===== config.mk =====
export PLATFORM = sky130hd
export DESIGN_NAME = video_timing_gen
export DESIGN_NICKNAME = d
export VERILOG_FILES = /design/src/rtl/video_timing_gen.sv
export SDC_FILE = /design/constraint.sdc
export NUM_CORES = 1
export LEC_CHECK = 0
export CAP_MARGIN = 20
export CORE_MARGIN = 10
export CORE_UTILIZATION = 65
export CTS_BUF_LIST = sky130_fd_sc_hd__clkbuf_8
export CTS_CLUSTER_DIAMETER = 60
export DETAILED_ROUTE_END_ITERATION = 8
export DONT_BUFFER_PORTS = 1
export GPL_ROUTABILITY_DRIVEN = 1
export GPL_TIMING_DRIVEN = 0
export PLACE_DENSITY = 0.81
export SETUP_SLACK_MARGIN = 0.2
export SLEW_MARGIN = 20
export SYNTH_ARGS = -nofsm -noshare
export SYNTH_HDL_FRONTEND = slang
export SYNTH_SLANG_ARGS = --single-unit

===== constraint.sdc =====
create_clock -name clk -period 4.89 [get_ports clk]
set_input_delay 0 -clock clk [delete_from_list [all_inputs] [get_ports clk]]
set_output_delay 0 -clock clk [all_outputs]
set_load 0.02 [all_outputs]

===== src/rtl/video_timing_gen.sv =====
// -----------------------------------------------------------------------------
// video_timing_gen
//   Parametrised raster timing generator. A divider on the fast serial clock
//   produces a pixel-rate enable strobe and a registered divided pixel clock.
//   The enable steps the x/y raster counters, from which the sync, blanking
//   and line/frame marker outputs are decoded.
//
//   Optional feature macro: VIDEO_TIMING_FRAME_CNT_EN
//     defined   : frame_cnt counts completed frames, modulo 2^w_frame
//     undefined : frame_cnt is tied to zero and no counter register exists
//
// Ports
//   clk          in   fast clock (serial clock domain)
//   rst          in   synchronous reset, active-high
//   pixel_clk    out  divided clock, high for the upper half of each pixel
//   pixel_en     out  one-clk strobe, once per pixel (last divider phase)
//   hsync        out  horizontal sync, active level set by hsync_pol
//   vsync        out  vertical sync, active level set by vsync_pol
//   display_on   out  high inside the visible area
//   x            out  horizontal pixel counter
//   y            out  vertical line counter
//   line_start   out  high while x == 0
//   frame_start  out  high while x == 0 and y == 0
//   frame_cnt    out  completed frame counter
// -----------------------------------------------------------------------------
module video_timing_gen #(
    parameter int clk_div   = 5,
    parameter int h_active  = 640,
    parameter int h_front   = 16,
    parameter int h_sync    = 96,
    parameter int h_back    = 48,
    parameter int v_active  = 480,
    parameter int v_front   = 10,
    parameter int v_sync    = 2,
    parameter int v_back    = 33,
    parameter int hsync_pol = 0,
    parameter int vsync_pol = 0,
    parameter int w_frame   = 16,
    localparam int h_total  = h_active + h_front + h_sync + h_back,
    localparam int v_total  = v_active + v_front + v_sync + v_back,
    localparam int w_x      = $clog2(h_total),
    localparam int w_y      = $clog2(v_total)
) (
    input  logic               clk,
    input  logic               rst,
    output logic               pixel_clk,
    output logic               pixel_en,
    output logic               hsync,
    output logic               vsync,
    output logic               display_on,
    output logic [w_x-1:0]     x,
    output logic [w_y-1:0]     y,
    output logic               line_start,
    output logic               frame_start,
    output logic [w_frame-1:0] frame_cnt
);

    // A divider below 2 cannot produce a distinct high and low pixel_clk phase.
    generate
        if (clk_div < 2) begin : g_bad_div
            $error("video_timing_gen: clk_div must be >= 2");
        end
    endgenerate

    localparam int w_d = (clk_div > 2) ? $clog2(clk_div) : 1;

    localparam logic [w_d-1:0] d_last = w_d'(clk_div - 1);
    localparam logic [w_d-1:0] d_high = w_d'(clk_div - clk_div / 2);

    localparam logic [w_x-1:0] x_last = w_x'(h_total - 1);
    localparam logic [w_y-1:0] y_last = w_y'(v_total - 1);

    // Decode bounds carry one extra bit so a window ending exactly at the
    // total count does not overflow the counter width.
    localparam logic [w_x:0] h_act_c = (w_x + 1)'(h_active);
    localparam logic [w_x:0] hs_lo_c = (w_x + 1)'(h_active + h_front);
    localparam logic [w_x:0] hs_hi_c = (w_x + 1)'(h_active + h_front + h_sync);
    localparam logic [w_y:0] v_act_c = (w_y + 1)'(v_active);
    localparam logic [w_y:0] vs_lo_c = (w_y + 1)'(v_active + v_front);
    localparam logic [w_y:0] vs_hi_c = (w_y + 1)'(v_active + v_front + v_sync);

    localparam logic h_pol = (hsync_pol != 0) ? 1'b1 : 1'b0;
    localparam logic v_pol = (vsync_pol != 0) ? 1'b1 : 1'b0;

    logic [w_d-1:0] d_r;
    logic [w_d-1:0] d_next_s;
    logic [w_x-1:0] x_next_s;
    logic [w_y-1:0] y_next_s;
    logic           hsync_next_s;
    logic           vsync_next_s;
    logic           display_next_s;
    logic           line_next_s;
    logic           frame_next_s;
    logic           hs_act_s;
    logic           vs_act_s;

    // Divider phase and raster counter next-state.
    always_comb begin
        d_next_s = d_r;
        x_next_s = x;
        y_next_s = y;
        if (d_r == d_last) begin
            d_next_s = '0;
        end else begin
            d_next_s = d_r + w_d'(1);
        end
        if (pixel_en) begin
            if (x == x_last) begin
                x_next_s = '0;
                if (y == y_last) begin
                    y_next_s = '0;
                end else begin
                    y_next_s = y + w_y'(1);
                end
            end else begin
                x_next_s = x + w_x'(1);
                y_next_s = y;
            end
        end else begin
            x_next_s = x;
            y_next_s = y;
        end
    end

    // Decode sync, blanking and markers from the next counter values so the
    // registered outputs change on the same edge as x/y.
    always_comb begin
        hs_act_s       = ({1'b0, x_next_s} >= hs_lo_c) && ({1'b0, x_next_s} < hs_hi_c);
        vs_act_s       = ({1'b0, y_next_s} >= vs_lo_c) && ({1'b0, y_next_s} < vs_hi_c);
        hsync_next_s   = h_pol ? hs_act_s : ~hs_act_s;
        vsync_next_s   = v_pol ? vs_act_s : ~vs_act_s;
        display_next_s = ({1'b0, x_next_s} < h_act_c) && ({1'b0, y_next_s} < v_act_c);
        line_next_s    = (x_next_s == '0);
        frame_next_s   = (x_next_s == '0) && (y_next_s == '0);
    end

    // Divider, strobes, counters and decoded outputs. Decoded outputs only
    // move on pixel edges, so they hold their reset values until the first
    // pixel_en has been consumed.
    always_ff @(posedge clk) begin
        if (rst) begin
            d_r         <= '0;
            pixel_en    <= 1'b0;
            pixel_clk   <= 1'b0;
            x           <= '0;
            y           <= '0;
            hsync       <= ~h_pol;
            vsync       <= ~v_pol;
            display_on  <= 1'b0;
            line_start  <= 1'b0;
            frame_start <= 1'b0;
        end else begin
            d_r       <= d_next_s;
            pixel_en  <= (d_next_s == d_last);
            pixel_clk <= (d_next_s >= d_high);
            x         <= x_next_s;
            y         <= y_next_s;
            if (pixel_en) begin
                hsync       <= hsync_next_s;
                vsync       <= vsync_next_s;
                display_on  <= display_next_s;
                line_start  <= line_next_s;
                frame_start <= frame_next_s;
            end
        end
    end

`ifdef VIDEO_TIMING_FRAME_CNT_EN
    logic               frame_wrap_s;
    logic [w_frame-1:0] frame_cnt_r;

    // A frame completes on the pixel edge where both counters wrap.
    always_comb begin
        frame_wrap_s = pixel_en && (x == x_last) && (y == y_last);
    end

    // Completed-frame counter, wraps naturally at its width.
    always_ff @(posedge clk) begin
        if (rst) begin
            frame_cnt_r <= '0;
        end else if (frame_wrap_s) begin
            frame_cnt_r <= frame_cnt_r + w_frame'(1);
        end else begin
            frame_cnt_r <= frame_cnt_r;
        end
    end

    assign frame_cnt = frame_cnt_r;
`else
    assign frame_cnt = '0;
`endif

endmodule

==> metrics <==
largest net degree at the start of global routing 11; Synth area leaders dfxtp_1 34%, buf_4 8.6%, a21oi_1 5.1%, ha_1 4.3%, nor2_1 4.3%; Clock transition at path regs 0.06 ns; worst skew pair latency 0.29 ns; final hold vios 0; Hold Buf Count CTS 1; Yosys top cell by area dfxtp_1; number of antenna cells inserted 0; Synth Flop Type dfxtp_1; drt drc 0; CTS tree yes; crit path max fanout 8; final net count 249; CP max-delay cell or4_1; arrival time worst endpoint 3.08 ns; Post-synth top cells 30 x dfxtp_1, 20 x buf_4, 20 x nor2_1; Critical Path Most Common Cell and3_1; Max-cap violations 0; total clock sinks 30; Final Critical Period 2.920 ns; sequential share of the synthesized area 0.3421; CP top delay family simple AND/OR/NAND/NOR gates; vias in the first global route 1443; fmax 0.3425 GHz; CP Buf/Inv Count 1; Final WS setup 1.970 ns; Core ar. 2522 um^2; Routability Congestion 0.8899; critical path class register to register; Die H 71.97 um; I/O pin count 45; post-synthesis cell area 1755 um^2; setup_tns 0 ns; CP cell instances ha_1 -> and3_1 -> and3_1 -> buf_4 -> nand4_1 -> xor2_1 -> or4_1 -> a2111oi_2 -> a21oi_1; initial antenna violation count 0; Slew Viols, Final 0; count of different cell masters after synthesis 45; HPWL Detailed 3.237 mm; placed cell count 263; share of cells above drive strength 1 0.1405; cell area power density 267.5 nW/um^2; die area 5179 um^2; post-synth top area share 0.3421; floorplan row count 18; Bufs on Longest Clock Path 2; vias per std cell 5.761; initial DRC count 132; Post-synth EDFFs 0; non-filler cells, final 272; H-tree levels 2; Largest stage delay, worst path 0.62 ns; initial core utilization 0.6959; CTS Buf Count 5; drt pass-1 iters 4; Critical Path RT 5.05 ns; Die Width 71.97 um; Resize count post-CTS 0; Slew HR 0.4478; Worst VDD drop 0.2477 mV; Vias 1567; worst slew pin tran 0.8208 ns; I/O Buffers 0; final setup fails 0; Worst Skew 0.006846 ns; all-layer global routing usage 0.1641; antenna-violating nets left 0; FILL cells 204; first-pass GRT wire length 6.982 mm; post-synthesis cell count 218; Hold/Removal Path Class input pin to register; Period Utilization, post-route 0.5971; RSZ-0062 raised after global routing no; Setup crit start kind register; Post-CTS Setup Repair Bufs 0; Area Overhead vs Synth 12.19%; post-synthesis register bit count 30; crit path capture type register; count leader, synth dfxtp_1; asr flop ratio synth 0; wire per inst 15.86 um; total congestion overflow 0; Lkg Pwr 0.8166 nW; clock root cell clkbuf_8; status finished clean; dpl ws 2.021 ns; Mean Syn Cell Area 8.052 um^2; WL final 4.314 mm; Warnings, synthesis 0
-- registers in the layout, indices dropped and copies added (netlist names) --
| register | count |
|---|---|
| pixel_clk | 1 |
| line_start | 1 |
| y | 10 |
| d_r | 3 |
| x | 10 |
| frame_start | 1 |
| display_on | 1 |
| pixel_en | 1 |
| hsync | 1 |
| vsync | 1 |
-- worst reg2reg max path, delay by kind of cell, from the launching register on --
kind            cells  cell delay [ns]
compound gates      2             0.41
xor+xnor            1             0.19
fa+ha+maj           1             0.31
buf+inv             1             0.15
flops               1             0.56
simple gates        4             1.18
-- cells by family after synthesis --
group | after synthesis | synth area share
buffers and inverters | 37 | 0.1226
and+or+nand+nor | 92 | 0.2851
AOI/OAI and AO/OA | 38 | 0.1340
xor gates and xnor gates | 13 | 0.06486
adders and majority gates | 6 | 0.04276
other | 1 | 0.002136
muxes | 1 | 0.006414
DFF | 30 | 0.3421
-- stage by stage --
| step | total power [W] | utilization | hold WS (ns) | area (um^2) |
|---|---|---|---|---|
| after floorplan | 0.0002912 | - | 0.08407 | 1812 |
| after global placement | 0.0002943 | 0.7331 | 0.08637 | 1849 |
| after detailed placement | 0.0002961 | 0.7331 | 0.08991 | 1849 |
| after CTS | 0.0005276 | 0.7808 | 0.07240 | 1969 |
| after global routing | 0.0005431 | 0.7808 | 0.1214 | 1969 |
| final | 0.0005269 | 0.7808 | 0.06661 | 1969 |
-- path summary, 6_finish.rpt --
check	startpoint	end	slack (ns)	cells after the start
max	x[0]	vsync	1.97	9
min	rst	d_r[1]	0.07	2
max reg2reg	x[0]	vsync	1.97	9
min reg2reg	display_on	display_on	0.58	2
-- area by class of cell --
type / count / area [um^2] / share of cell area
multi-input combinational: 166 / 996.0 / 0.5057
inverter: 9 / 33.78 / 0.01715
timing repair buffer: 1 / 10.01 / 0.005083
tap: 30 / 37.54 / 0.01906
buffer: 28 / 181.4 / 0.09212
sequential: 30 / 600.6 / 0.3050
clock buffer: 8 / 110.1 / 0.05591
-- cells in the final DEF, fill, tap and decap left out, types with 2 or more instances in the layout --
master     n
nand2_1   18
or4_1      2
nand4b_1   2
clkbuf_8   8
ha_1       6
buf_4     20
a21oi_1   18
inv_1      9
dfxtp_1   30
conb_1    16
nand4_1    8
nor2b_1    5
and3_1     8
nor2_1    20
a31oi_1    2
o21a_1     2
o22ai_1    2
and4_1     4
nand3_1    5
o21ai_0    6
clkbuf_1   6
nor3_1     9
xor2_1     8
xnor2_1    5
-- power breakdown --
part	internal (W)	leakage [nW]	switching [W]
Clock	0.000142	0.0575	0.0000919
Combinational	0.0000153	0.517	0.0000243
Sequential	0.000248	0.242	0.00000511
Total	0.000406	0.817	0.000121
-- per-layer routing --
layer	wire length, um	track usage
met1	1740	0.1787
met2	2048	0.2676
met3	443	0.08027
met4	82	0.06452
met5	0	0
Note: power is estimated with default switching activity, not from simulation.
